--- src/rtl/cpu_clk_ctrl.sv ---
// CPU clock-enable controller: free-running divider with selectable tap, debounced buttons,
// run/halt/single-step FSM. Optional CE_COUNT_EN adds a 16-bit ce_count output.

module cpu_clk_ctrl_btn #(
    parameter int DEB_CYCLES     = 270000,
    parameter int SYNC_STAGES    = 2,
    parameter bit BTN_ACTIVE_LOW = 1'b1
) (
    input  logic clk,
    input  logic rst,
    input  logic pin,
    output logic level,
    output logic press
);
    localparam int CW = $clog2(DEB_CYCLES + 1);

    logic                   pin_act;
    logic [SYNC_STAGES-1:0] sync;
    logic                   synced;
    logic [CW-1:0]          cnt;
    logic                   level_d;

    assign pin_act = BTN_ACTIVE_LOW ? ~pin : pin;
    assign synced  = sync[SYNC_STAGES-1];

    always_ff @(posedge clk) begin
        if (!rst) begin
            sync    <= '0;
            cnt     <= '0;
            level   <= 1'b0;
            level_d <= 1'b0;
            press   <= 1'b0;
        end else begin
            sync    <= {sync[SYNC_STAGES-2:0], pin_act};
            level_d <= level;
            press   <= level & ~level_d;
            // Level is accepted on the edge where the count would reach DEB_CYCLES.
            if (synced == level) begin
                cnt <= '0;
            end else if (cnt == CW'(DEB_CYCLES - 1)) begin
                level <= synced;
                cnt   <= '0;
            end else begin
                cnt <= cnt + CW'(1);
            end
        end
    end
endmodule

module cpu_clk_ctrl #(
    parameter int N_BTN          = 2,
    parameter int DIV_WIDTH      = 24,
    parameter int DEB_CYCLES     = 270000,
    parameter int SYNC_STAGES    = 2,
    parameter bit BTN_ACTIVE_LOW = 1'b1,
    parameter int MODE_BTN       = 0,
    parameter int STEP_BTN       = 1
) (
    input  logic                 clk,
    input  logic                 rst,
    input  logic [N_BTN-1:0]     btn_raw,
    input  logic [4:0]           rate_sel,
    output logic [DIV_WIDTH-1:0] counter,
    output logic                 cpu_ce,
    output logic                 running,
    output logic [N_BTN-1:0]     btn_level,
    output logic [N_BTN-1:0]     btn_press
`ifdef CE_COUNT_EN
    ,
    output logic [15:0]          ce_count
`endif
);
    typedef enum logic [1:0] {RUN, HALT, STEP} state_t;

    state_t               state, state_next;
    int                   tap;
    logic [DIV_WIDTH-1:0] mask;
    logic                 tick;

    always_ff @(posedge clk) begin
        if (!rst) counter <= '0;
        else      counter <= counter + DIV_WIDTH'(1);
    end

    // Out-of-range selects clamp to the fastest tap.
    always_comb begin
        tap = 0;
        if (int'(rate_sel) <= DIV_WIDTH - 1) tap = DIV_WIDTH - 1 - int'(rate_sel);
        for (int i = 0; i < DIV_WIDTH; i++) mask[i] = (i <= tap);
    end

    assign tick = &(counter | ~mask);

    for (genvar i = 0; i < N_BTN; i++) begin : g_btn
        cpu_clk_ctrl_btn #(
            .DEB_CYCLES    (DEB_CYCLES),
            .SYNC_STAGES   (SYNC_STAGES),
            .BTN_ACTIVE_LOW(BTN_ACTIVE_LOW)
        ) u_btn (
            .clk  (clk),
            .rst  (rst),
            .pin  (btn_raw[i]),
            .level(btn_level[i]),
            .press(btn_press[i])
        );
    end

    always_ff @(posedge clk) begin
        if (!rst) state <= RUN;
        else      state <= state_next;
    end

    always_comb begin
        state_next = state;
        cpu_ce     = 1'b0;
        running    = 1'b0;
        case (state)
            RUN: begin
                running = 1'b1;
                cpu_ce  = tick;
                if (btn_press[MODE_BTN]) state_next = HALT;
            end
            HALT: begin
                // Mode wins over a simultaneous step.
                if (btn_press[MODE_BTN])      state_next = RUN;
                else if (btn_press[STEP_BTN]) state_next = STEP;
            end
            STEP: begin
                cpu_ce     = 1'b1;
                state_next = HALT;
            end
            default: state_next = RUN;
        endcase
    end

`ifdef CE_COUNT_EN
    always_ff @(posedge clk) begin
        if (!rst)        ce_count <= '0;
        else if (cpu_ce) ce_count <= ce_count + 16'd1;
    end
`endif
endmodule
--- config.mk ---
export PLATFORM = sky130hd
export DESIGN_NAME = cpu_clk_ctrl
export DESIGN_NICKNAME = d
export VERILOG_FILES = /design/src/rtl/cpu_clk_ctrl.sv
export SDC_FILE = /design/constraint.sdc
export NUM_CORES = 1
export LEC_CHECK = 0
export ABC_AREA = 1
export CORE_MARGIN = 5
export CORE_UTILIZATION = 51
export DETAILED_ROUTE_END_ITERATION = 8
export PLACE_DENSITY = 0.76
export SKIP_CTS_REPAIR_TIMING = 1
export SYNTH_ARGS = -nofsm -noshare
export SYNTH_HDL_FRONTEND = slang
export SYNTH_SLANG_ARGS = --single-unit
--- constraint.sdc ---
create_clock -name clk -period 1.5 [get_ports clk]
set_clock_uncertainty 0.05 [all_clocks]
set_input_delay 0.3 -clock clk [delete_from_list [all_inputs] [get_ports clk]]
set_output_delay 0.3 -clock clk [all_outputs]
set_load 0.01 [all_outputs]
## Yosys cells after proc, flatten, opt, wreduce, memory -nomap -nowiden

Index checks and enable logic that the tools add are counted.

| word-level totals | value |
|---|---|
| input bits | 9 |
| word-level logic and storage cells | 74 |
| register bits | 74 |

| operators by class | value |
|---|---|
| reductions and logical operators | 7 |
| equal/unequal tests | 8 |
| add/sub/neg operators | 4 |
| bitwise gates (word level) | 11 |
| mux-type cells | 7 |
| $lt $le $gt $ge | 25 |

Operators with widths:

| kind | number |
|---|---|
| 5-bit by 32-bit less-or-equal comparator with 1-bit output (first input constant) | 8 |
| 6-bit by 32-bit less-or-equal comparator with 1-bit output (first input constant) | 8 |
| 4-bit by 32-bit less-or-equal comparator with 1-bit output (first input constant) | 4 |
| 3-bit by 32-bit less-or-equal comparator with 1-bit output (first input constant) | 2 |
| 19-bit by 1-bit adder with 19-bit output (second input constant) | 2 |
| 19-bit == test (second input constant) | 2 |
| 1-bit by 32-bit less-or-equal comparator with 1-bit output (first input constant) | 1 |
| 2-bit by 32-bit less-or-equal comparator with 1-bit output (first input constant) | 1 |
| 32-bit two-way mux | 1 |
| 24-bit by 1-bit adder with 24-bit output (second input constant) | 1 |
| 24-bit inverter | 1 |
| 24-bit OR | 1 |
| 24-bit AND reduction | 1 |
| 1-bit inverter | 7 |
| 2-bit two-way mux | 3 |
| 2-bit case mux with 3 select lines | 1 |
| 2-bit AND reduction | 3 |
| 3-bit OR reduction | 2 |
| 5-bit by 5-bit subtractor with 6-bit output (first input constant) | 1 |
| 5-bit less-or-equal comparator (second input constant) | 1 |
| 3-bit by 1-bit != test with 1-bit output (second input constant) | 1 |
| 1-bit bitwise AND | 2 |
| 1-bit == test | 2 |
| 2-bit by 1-bit == test with 1-bit output (second input constant) | 1 |
| other kinds (5) | 5 |

## Depth between registers and ports, before layout

| depth | value |
|---|---|
| word-level depth | 7 |
| depth in mapped cells | 12 |

## Cells and area by module

A second synthesis with hierarchy kept.

| second synthesis, totals | value |
|---|---|
| cell total of the unflattened synthesis | 576 |
| area total of the unflattened synthesis | 3958.8 um^2 |

Modules (own cells, without submodules):

| module | cells each | sequential area each (um^2) | area an instance (um^2) | instances |
|---|---|---|---|---|
| cpu_clk_ctrl_btn | 153 | 480.5 | 1166.1 | 2 |
| cpu_clk_ctrl | 270 | 520.5 | 1626.6 | 1 |

## Worst setup path before layout

No wires, ideal clock.

| timing path | value |
|---|---|
| kind | flip-flop to flip-flop |
| from | register g_btn[0].u_btn.cnt[0] |
| to | register g_btn[0].u_btn.cnt[15] |
| library setup time | 0.114 ns |
| cell stages (with the launch flop) | 10 |
| arrival | 1.495 ns |
| setup slack | -0.160 ns |
| clock period less this slack | 1.660 ns |
| buffers on the path | 1 |
| data required time | 1.336 ns |
| path through | dfxtp_1 -> ha_1 -> nand2_2 -> nor2_2 -> nand2_1 -> nor3_2 -> nand2_1 -> nand2_2 -> buf_6 -> nor2_1 |

| between the ends | value |
|---|---|
| longest elaborated chain between the ends | 2 |
| elaborated cells between the ends (all ways) | 3 |

Ends and longest elaborated chain:

| what | line | text |
|---|---|---|
| from (decl) | 20 | `logic [CW-1:0] cnt;` |
| from (signal assigned) | 44 | `cnt <= cnt + CW'(1);` |
| branches (longest 2 deep; another with 19-bit by 1-bit adder with 19-bit output) | n/a |  |

Several ways; the timed one is not identified.
A chain may end at the register's enable or synchronous reset.

## Worst setup path in the final report

| timing path | value |
|---|---|
| from | register counter[10] |
| to | output port cpu_ce |

| between the ends | value |
|---|---|
| longest elaborated chain between the ends | 3 |

Ends and longest elaborated chain:

| what | line | text |
|---|---|---|
| from (decl) | 63 | `output logic [DIV_WIDTH-1:0] counter,` |
| from (signal assigned) | 82 | `else counter <= counter + DIV_WIDTH'(1);` |
| 24-bit OR | 92 | `assign tick = &(counter \| ~mask);` |
| 24-bit AND reduction | 92 |  |
| 1-bit case mux with 2 select lines | 117 | `case (state)` |
| to (decl) | 64 | `output logic cpu_ce,` |

Every way passes these cells.

==> metrics.yaml <==
portBuffers: 38
timing.hold.ws_ps: 338
cts_sinks: 74
critPathCaptureType: "primary output"
period_minus_slack_ps: 2020
slowest_delay_ps: 360
ys_seq_area_frac: 0.383
p_leak_nw: 2.96
final_nets: 758
num_vias: 4798
tritoncts: "built"
clock_path_buffers: 2
num_antenna_cells: 0
crit_arrival_ps: 1670
ys_top_cells_by_area: "dfxtp_1 38%, nand2_1 13%, inv_1 7.4%, nor2_1 7.4%, a21oi_1 5.4%"
finalHoldViolCount: 0
finalWeightedCongestion: 0.883
worstPathRequired_ps: 1150
place_ws_ps: -1170
core_area_sq_um: 7330
route.detailed.drc: 0
fp.dieH_microns: 97.1
setup_violations: 52
ys.flop_type: "dfxtp_1"
row_count: 31
outcome: "finished with violations"
hold_path_class: "reg2reg"
grt_max_degree: 20
antenna_found_initial: 0
numCtsBuffers: 9
slew_headroom: 0.658
ys.warnings.count: 0
synth_common_cells: "136 x nand2_1, 76 x inv_1, 76 x nor2_1"
total_power_mw: 3.68
drt-initial-drc-count: 361
peakVddDrop_v: 0.000627
yosysTopAreaCellShare: 0.383
clk_pin_slew_ps: 90
post-route-period-util: 1.34
cp-start-kind: "flip-flop"
detail_route.first_pass.iterations: 5
vias_per_cell: 5.64
synth_most_common_cell: "nand2_1"
h-tree-depth: 3
ant_nets: 0
tightest_slew_ps: 513
insertion_delay_ps: 370
yosys.area.top_type: "dfxtp_1"
wl_mm: 14.9
syn_area_sq_um: 3860
p_per_area_nw_per_um2: 589
die_area_sq_um: 9420
layout_setup_ws_ps: -517
synthToLayoutAreaGrowth_pct: 61.9
grt_pass1_wl_mm: 17.9
cpMaxStageDelayCell: "dfxtp_2"
dp_hpwl_mm: 8.29
rsz0062_at_grt: "yes"
finalMaxSlewViolations: 0
violations: "negative setup slack"
synth_seq_cells: 74
wl_per_cell_microns: 17.5
crit_path_frequent_cell: "nand2_1"
synth_enable_flop_cells: 0
synth_nets: 589
crit_type: "reg2out"
synthDistinctLibCells: 39
synth_async_sr_flop_share: 0
gr-usage-all-layers: 0.230
grt_pass1_vias: 3971
start_util: 0.527
fmax_mhz: 496
io_pins: 39
cp_cell_sequence: "inv_2, nor3_2, nand3_1, nor2_1, nand2_1, nand2_1, nand3_1, nand2_1, buf_2"
die_x_microns: 97.1
syn_inst: 577
syn_area_per_cell_sq_um: 6.70
clock-root-buffer: "clkbuf_8"
layout-drive-gt1-share: 0.414
path_max_fanout: 2
overflow: 0
cap_violations: 0
final timing paths:
check	startpoint	endpoint	slack, ps	cells past startpoint
worst max-delay path	counter[10]	cpu_ce	-520	9
worst max register to register	counter[6]	counter[13]	-230	8
worst min-delay path	g_btn[1].u_btn.level_d	g_btn[1].u_btn.press	340	1
worst min register to register	g_btn[1].u_btn.level_d	g_btn[1].u_btn.press	340	1
through the flow:
stage | cell area, sq um | TNS, ps | utilization | instances
global route | 6260 | -9250 | 0.854 | 850
detailed placement | 5160 | -8780 | 0.704 | 807
global placement | 5160 | -7170 | 0.704 | 807
floorplan | 3940 | -2.13 | - | 577
finish | 6260 | -5300 | 0.854 | 850
CTS | 5330 | -10600 | 0.727 | 823
power by group:
group	internal, mW	switching (mW)
Combinational	0.135	0.166
Sequential	1.97	0.0106
Clock	0.603	0.796
critical path, delay by kind of cell, from the launching register on:
family	cells	cell delay, ps
flip-flops	1	360
buffers and inverters	2	180
AND/OR/NAND/NOR	7	740
cell type report:
type,instances,area (sq um)
multi-input cells,417,2640
flip-flops and latches,74,1530
repair buffers,165,1500
fillers,368,1070
inverters,79,302
clock buffers,10,128
well taps,99,124
clock inverters,6,42.5
cells by family (layout without fill, tap and decap cells):
kind of cell	after synthesis	count (layout)	synth area share
adders and majority gates	3	3	0.00971
AOI/OAI and AO/OA	67	67	0.0923
DFF	74	74	0.383
xor gates and xnor gates	11	11	0.0249
buffers and inverters	89	260	0.0955
and+or+nand+nor	333	336	0.394
cell usage in the layout, fill, tap and decap left out, drive strengths merged, types with 2 or more instances in the layout:
cell type      Yosys  final
or2               12     12
a21oi             43     43
nor4               3      3
xor2               7      7
clkinvlp           0      2
clkinv             0      3
nor3b              2      2
xnor2              4      4
buf                6    129
dfxtp             74     74
nor3              30     30
clkbuf             4     12
o211ai             3      3
nand2            142    145
nand4             21     21
inv               79     80
clkdlybuf4s50      0      3
nor2              87     87
nand3b             2      2
nand3             33     33
o21ai             17     17
ha                 3      3
dlymetal6s2s       0     31
sequential cells by signal, summed over array words and instances (netlist names):
signal / flops
g_btn.u_btn.level_d: 2
g_btn.u_btn.press: 2
state: 2
g_btn.u_btn.sync: 4
g_btn.u_btn.level: 2
counter: 24
g_btn.u_btn.cnt: 38
layer usage:
metal | up-vias | track usage | share of wire | wire length (microns)
li1 | 2201 | - | - | -
met2 | 291 | 0.390 | 0.48 | 7200
met5 | - | 0 | 0 | 0
met3 | 94 | 0.0452 | 0.072 | 1070
met4 | 0 | 0.123 | 0.065 | 962
met1 | 2212 | 0.273 | 0.38 | 5630
Note: power is estimated with default switching activity, not from simulation.
